### config.mk
export PLATFORM = sky130hd
export DESIGN_NAME = axis_rr_arbiter
export DESIGN_NICKNAME = d
export VERILOG_FILES = /design/src/rtl/axis_rr_arbiter.sv
export SDC_FILE = /design/constraint.sdc
export NUM_CORES = 1
export LEC_CHECK = 0
export CAP_MARGIN = 15
export CORE_MARGIN = 3
export CORE_UTILIZATION = 33
export DETAILED_ROUTE_END_ITERATION = 8
export PLACE_DENSITY = 0.82
export SETUP_SLACK_MARGIN = 0.02
export SYNTH_ARGS = -nofsm -noshare
export SYNTH_HDL_FRONTEND = slang
export SYNTH_SLANG_ARGS = --single-unit
### constraint.sdc
create_clock -name axis_m_clk -period 3.27 [get_ports axis_m_clk]
set_input_delay 0.4905 -clock axis_m_clk [delete_from_list [all_inputs] [get_ports axis_m_clk]]
set_output_delay 0.4905 -clock axis_m_clk [all_outputs]
set_load 0.01 [all_outputs]
### src/rtl/axis_rr_arbiter.sv
// Packet-level round-robin AXI-Stream arbiter, N slaves onto one registered master.
// Define AXIS_ARB_PORT_TID_EN to drive axis_m_tid with the granted port index.
module axis_rr_arbiter #(
  parameter int N_PORTS          = 4,
  parameter int WIDTH_AXIS_TDATA = 8,
  parameter int WIDTH_AXIS_TUSER = 8,
  parameter int WIDTH_AXIS_TID   = 8,
  parameter int WIDTH_AXIS_TKEEP = 8
) (
  input  logic                                  axis_m_clk,
  input  logic                                  axis_m_rst,
  input  logic [N_PORTS-1:0]                    axis_s_tvalid,
  input  logic [N_PORTS*WIDTH_AXIS_TDATA-1:0]   axis_s_tdata,
  input  logic [N_PORTS*WIDTH_AXIS_TUSER-1:0]   axis_s_tuser,
  input  logic [N_PORTS*WIDTH_AXIS_TID-1:0]     axis_s_tid,
  input  logic [N_PORTS*WIDTH_AXIS_TKEEP-1:0]   axis_s_tkeep,
  input  logic [N_PORTS-1:0]                    axis_s_tlast,
  output logic [N_PORTS-1:0]                    axis_s_tready,
  output logic                                  axis_m_tvalid,
  output logic [WIDTH_AXIS_TDATA-1:0]           axis_m_tdata,
  output logic [WIDTH_AXIS_TUSER-1:0]           axis_m_tuser,
  output logic [WIDTH_AXIS_TID-1:0]             axis_m_tid,
  output logic [WIDTH_AXIS_TKEEP-1:0]           axis_m_tkeep,
  output logic                                  axis_m_tlast,
  input  logic                                  axis_m_tready,
  output logic [N_PORTS-1:0]                    axis_arb_grant,
  output logic                                  axis_arb_busy
);

  localparam int IW = (N_PORTS > 1) ? $clog2(N_PORTS) : 1;

  typedef enum logic {IDLE, BUSY} state_t;

  state_t        state_q, state_d;
  logic [IW-1:0] gnt_q, gnt_d;
  logic [IW-1:0] last_q, last_d;
  logic [IW-1:0] pick;
  logic          found;
  int            cand;
  logic          rdy;
  logic          load;

  logic [WIDTH_AXIS_TDATA-1:0] td_a [N_PORTS];
  logic [WIDTH_AXIS_TUSER-1:0] tu_a [N_PORTS];
  logic [WIDTH_AXIS_TID-1:0]   ti_a [N_PORTS];
  logic [WIDTH_AXIS_TKEEP-1:0] tk_a [N_PORTS];

  for (genvar i = 0; i < N_PORTS; i++) begin : g_slice
    assign td_a[i] = axis_s_tdata[i*WIDTH_AXIS_TDATA +: WIDTH_AXIS_TDATA];
    assign tu_a[i] = axis_s_tuser[i*WIDTH_AXIS_TUSER +: WIDTH_AXIS_TUSER];
    assign ti_a[i] = axis_s_tid[i*WIDTH_AXIS_TID +: WIDTH_AXIS_TID];
    assign tk_a[i] = axis_s_tkeep[i*WIDTH_AXIS_TKEEP +: WIDTH_AXIS_TKEEP];
  end

  // Search wraps by subtraction so non-power-of-two N never truncates
  always_comb begin
    found = 1'b0;
    pick  = '0;
    cand  = 0;
    for (int i = 0; i < N_PORTS; i++) begin
      cand = int'(last_q) + i + 1;
      if (cand >= N_PORTS) cand = cand - N_PORTS;
      if (!found && axis_s_tvalid[IW'(cand)]) begin
        found = 1'b1;
        pick  = IW'(cand);
      end
    end
  end

  always_comb begin
    state_d        = state_q;
    gnt_d          = gnt_q;
    last_d         = last_q;
    axis_s_tready  = '0;
    axis_arb_grant = '0;
    axis_arb_busy  = 1'b0;
    load           = 1'b0;
    rdy            = ~axis_m_tvalid | axis_m_tready;
    unique case (state_q)
      IDLE: begin
        if (found) begin
          state_d = BUSY;
          gnt_d   = pick;
          last_d  = pick;
        end
      end
      BUSY: begin
        axis_arb_busy         = 1'b1;
        axis_arb_grant[gnt_q] = 1'b1;
        axis_s_tready[gnt_q]  = rdy;
        load = axis_s_tvalid[gnt_q] & rdy;
        if (load && axis_s_tlast[gnt_q]) state_d = IDLE;
      end
      default: state_d = IDLE;
    endcase
  end

  always_ff @(posedge axis_m_clk) begin
    if (axis_m_rst) begin
      state_q       <= IDLE;
      gnt_q         <= '0;
      last_q        <= IW'(N_PORTS - 1);
      axis_m_tvalid <= 1'b0;
    end else begin
      state_q <= state_d;
      gnt_q   <= gnt_d;
      last_q  <= last_d;
      if (load)               axis_m_tvalid <= 1'b1;
      else if (axis_m_tready) axis_m_tvalid <= 1'b0;
    end
  end

  always_ff @(posedge axis_m_clk) begin
    if (load) begin
      axis_m_tdata <= td_a[gnt_q];
      axis_m_tuser <= tu_a[gnt_q];
      axis_m_tkeep <= tk_a[gnt_q];
      axis_m_tlast <= axis_s_tlast[gnt_q];
`ifdef AXIS_ARB_PORT_TID_EN
      axis_m_tid   <= WIDTH_AXIS_TID'(gnt_q);
`else
      axis_m_tid   <= ti_a[gnt_q];
`endif
    end
  end

endmodule

### Word-level counts from Yosys, hierarchy flattened

Index checks and enable logic that the tools add are counted.

* register bits: 39
* bits of input ports: 139
* output and inout port bits: 43

* $add $sub $neg: 10
* $lt $le $gt $ge: 11
* multiplexer cells: 51
* bitwise operators: 6
* reductions and logical operators: 10

Operators by type and width (number)
* 8-bit binary-select mux with 2-bit select: 4
* 8-bit 2-to-1 mux: 8
* 1-bit 2-to-1 mux: 21
* 2-bit by 4-bit < comparator with 1-bit output (second input constant): 4
* 2-bit 2-to-1 mux: 8
* 3-bit by 1-bit adder with 4-bit output (second input constant): 3
* 1-bit binary-select mux with 2-bit select: 6
* 4-bit by 3-bit >= comparator with 1-bit output (second input constant): 3
* 4-bit 2-to-1 mux: 2
* 2-bit by 1-bit subtractor with 2-bit output (second input constant): 4
* 2-bit by 2-bit adder with 3-bit output (second input constant): 2
* 3-bit >= comparator (second input constant): 2
* 1-bit logical AND: 5
* 4-bit bitwise AND: 1
* 2-bit by 1-bit adder with 3-bit output (second input constant): 1
* 1-bit zero test: 3
* 2-bit by 3-bit < comparator with 1-bit output (second input constant): 1
* 2-bit inverter with 3-bit output: 1
* 1-bit demux with 2-bit select: 1
* 2-bit by 1-bit >= comparator with 1-bit output (second input constant): 1
* 1-bit inverter: 2
* 1-bit case mux with 2 select lines: 1
* 2-bit AND reduction: 1
* 2-bit nonzero test: 1
* 2 further kinds: 2

### Longest topological paths before layout

* depth after elaboration: 18
* mapped depth: 5
* depth with buffers taken out: 4

### Worst setup path after synthesis

No wires, ideal clock.

* path kind: flip-flop to flip-flop
* start point: register state_q
* end point: register axis_m_tdata[0], enable pin
* arrival: 2461 ps
* required time: 2832 ps
* slack: 371 ps
* stages on the path, launching flop included: 4
* buffers on the path: 1
* path through: dfxtp_1 clkbuf_1 nand3b_1 o22ai_1

* cells in the longest elaborated chain, start to end: 1

RTL lines
* start: declaration: line 34 `state_t state_q, state_d;`
* start signal: assignment: line 105 `state_q <= state_d;`
* 1-bit 2-to-1 mux: line 79 `unique case (state_q)`
* net load: line 41 `logic load;`
* end signal: assignment: line 115 `axis_m_tdata <= td_a[gnt_q];`
* end: declaration: line 20 `output logic [WIDTH_AXIS_TDATA-1:0] axis_m_tdata,`

The timed path passes the listed nets, and every way through them passes these cells.
A chain may end at the register's enable or synchronous reset.

### Final worst setup path

* start point: input axis_m_tready
* end point: output axis_s_tready[0]

* cells in the longest elaborated chain, start to end: 3

RTL lines
* start: declaration: line 25 `input logic axis_m_tready,`
* 1-bit bitwise OR: line 78 `rdy = ~axis_m_tvalid | axis_m_tready;`
* 4-bit bitwise AND (no source line)
* 4-bit 2-to-1 mux: line 79
* end: declaration: line 18 `output logic [N_PORTS-1:0] axis_s_tready,`

Every way passes these cells.

==> impl_metrics.ini <==
[pwr]
internal_power_uw = 1280
leakagePower_uw = 0.00144
power_frac_seq = 0.387
peakVddDrop_v = 0.000231
combPwrFrac = 0.330
p_switching_uw = 381
p_sw_frac = 0.229
power.density_nw_per_um2 = 393
clockPowerShare = 0.283

[hold_path]
min_path_type = flop to flop

[place]
place_inst = 380
dp_hpwl_um = 6090
buffer_ports.inserted = 181
gp_congestion = 0.734

[timing]
max-slew-margin-rel = 0.600
skew_ns = 0.00657
timing.setup.tns_ns = 0
tightestPinTransition_ns = 0.600
fin_crit_sh = 0.750
hold_viol = 0
finalSetupViolations = 0
fmax_mhz = 407
drv_slew = 0
min_period_ns = 2.45
rsz0062_at_grt = false

[setup_path]
critPathMostFrequentCell = clkdlybuf4s50_1
path_cells = clkdlybuf4s50_1, nand2b_1, nand3b_1, nor2_1, clkdlybuf4s50_1
r2r_end = axis_m_tid[4]$_DFFE_PP_
slowest_delay_ns = 0.56
required_ns = 2.78
worstSetupPathDepth = 5
worstRegToRegCells = 3
crit_family = buffers and inverters
worstSetupEndpointType = output port
cp-startpoint = axis_m_tready
arrival_ns = 1.96
r2r_slack_ns = 1.42
path_max_fanout = 3
critPathLaunchType = primary input
timing.rr.start = state_q$_SDFF_PP0_
path_buf_inv = 2
slowest_stage = clkdlybuf4s50_1
crit_end = axis_s_tready[0]
crit_type = primary input to output port

[routing]
wl_per_cell_um = 18.9
ant_nets = 0
dr.pass1.iters = 4
drt_iter0_markers = 50
wl_um = 7330
vias = 1926
vias_per_cell = 4.96
drc = 0

[yosys]
synth_top_cell_area_share = 0.452
synth_top_cell_by_area = edfxtp_1
synth_fp_nets = 267
synth-seq-area-share = 0.506
synthTopCellsByArea = edfxtp_1, mux4_2, dfxtp_1
ys_types = 24
ys_warn_count = 0
ys_seq_elements = 39
synth_cells = 128
netlist_area_um2 = 2190
syn_avg_cell_area_um2 = 17.1

[floorplan]
io_pins = 182
core_area_um2 = 6390
initial_utilization = 0.344
die_y_um = 87.6
rows = 29
die_x_um = 87.6
die_area_um2 = 7670

[cts]
clk_latency_ns = 0.29
htreeDepth = 2
cts_hold_buf = 0
root_buffer = clkbuf_8
clockBufferDepth = 2
cts_buffers = 5
clkTransAtPathRegs_ns = 0.08
tritoncts = built
post-cts-setup-buffer-count = 0
clock_sinks = 39
cts_resized = 0

[global_routing]
antenna_found_initial = 0
grt_pass1_wl_um = 10900
grt_pass1_vias = 2116
grt.total_usage = 0.190
overflow = 0
grt_max_degree = 36

[cells_and_area]
stdcell_count = 388
syn2layout_area_growth_pct = 92.5
final_core_util = 0.662
drive_gt1_frac = 0.158
fin_nets = 449
diodes = 0

[status]
outcome = completed

[flow_run]
cap_violations = 0
## registers in the layout, indices dropped and copies added, names as in the netlist
name	cells
state_q	1
axis_m_tlast	1
axis_m_tvalid	1
gnt_q	2
last_q	2
axis_m_tdata	8
axis_m_tid	8
axis_m_tkeep	8
axis_m_tuser	8
## per-layer routing
layer	GRT usage	wire (um)	vias to the layer above
li1	-	-	900
met1	0.206	2510	929
met2	0.361	4070	86
met3	0.0470	628	11
met4	0.0572	119	0
met5	0	0	-
## power by group through the flow
stage	clock network [uW]	logic (uW)	registers, uW
2_1_floorplan	0	220	673
3_3_place_gp	0	543	650
3_5_place_dp	0	555	653
4_1_cts	479	557	643
5_1_grt	505	585	650
6_report	470	549	642
## cells in the mapped netlist
cell,n
a21oi_1,4
a221o_1,1
a221oi_2,1
buf_2,4
buf_4,3
buf_6,2
clkbuf_1,1
dfxtp_1,6
edfxtp_1,33
inv_1,5
mux2i_1,4
mux4_2,33
nand2_1,6
nand2b_1,2
nand3_1,1
nand3b_1,1
nor2_1,9
nor3_1,4
nor4_4,1
o21ai_0,2
o21bai_1,1
o22ai_1,2
o32ai_1,1
or2_1,1
## logic make-up after synthesis
logic type	Yosys count	share of synthesized area
DFF	39	0.506
and+or+nand+nor	25	0.0587
muxes	37	0.357
buffers and inverters	15	0.0399
AOI/OAI and AO/OA	12	0.0382
## placed cells by master (no fill, tap or decap), drive strengths merged, types with 2 or more instances in the layout
cell,netlist,layout
clkdlybuf4s50,0,181
edfxtp,33,33
nor3,4,4
o21ai,2,2
o22ai,2,2
inv,5,5
nand2b,2,2
dfxtp,6,6
buf,9,4
mux4,33,33
nand2,6,6
bufinv,0,2
clkbuf,1,6
nor2,9,9
a21oi,4,4
mux2i,4,4
## worst min-delay path by stage
| stage | start | to | slack [ns] | cells after the start |
|---|---|---|---|---|
| final | axis_m_tvalid$_SDFFE_PP0P_ | axis_m_tvalid$_SDFFE_PP0P_ | 0.54 | 2 |
| after global routing | axis_m_tvalid$_SDFFE_PP0P_ | axis_m_tvalid$_SDFFE_PP0P_ | 0.57 | 2 |
| after CTS | axis_m_tvalid$_SDFFE_PP0P_ | axis_m_tvalid$_SDFFE_PP0P_ | 0.55 | 2 |
| after detailed placement | axis_m_tvalid$_SDFFE_PP0P_ | axis_m_tvalid$_SDFFE_PP0P_ | 0.54 | 2 |
| after global placement | axis_m_tvalid$_SDFFE_PP0P_ | axis_m_tvalid$_SDFFE_PP0P_ | 0.52 | 2 |
| after floorplan | last_q[0]$_SDFFE_PP1P_ | last_q[0]$_SDFFE_PP1P_ | 0.52 | 2 |
## cell type report
type	count	area, um^2
inverters	5	18.8
clock inverters	2	60.1
fillers	472	2160
repair buffers	185	1850
well taps	77	96.3
clock buffers	6	72.6
multi-input cells	74	1010
flip-flops and latches	39	1110
## tightest hold or removal path: cells and delay by family (launching register included)
family | cells | cell delay [ns]
flops | 1 | 0.31
simple gates | 1 | 0.11
compound gates | 1 | 0.07
## per-stage QoR
stage          setup slack (ns)  instance area [um^2]  power, uW  hold slack (ns)
5_1_grt                   0.705                  4230       1740            0.573
3_5_place_dp              0.835                  4090       1210            0.538
6_report                  0.816                  4230       1660            0.540
3_3_place_gp              0.877                  4090       1190            0.516
4_1_cts                   0.814                  4230       1680            0.546
2_1_floorplan             0.371                  2190        892            0.517
Power figures use the tool's default switching activity.
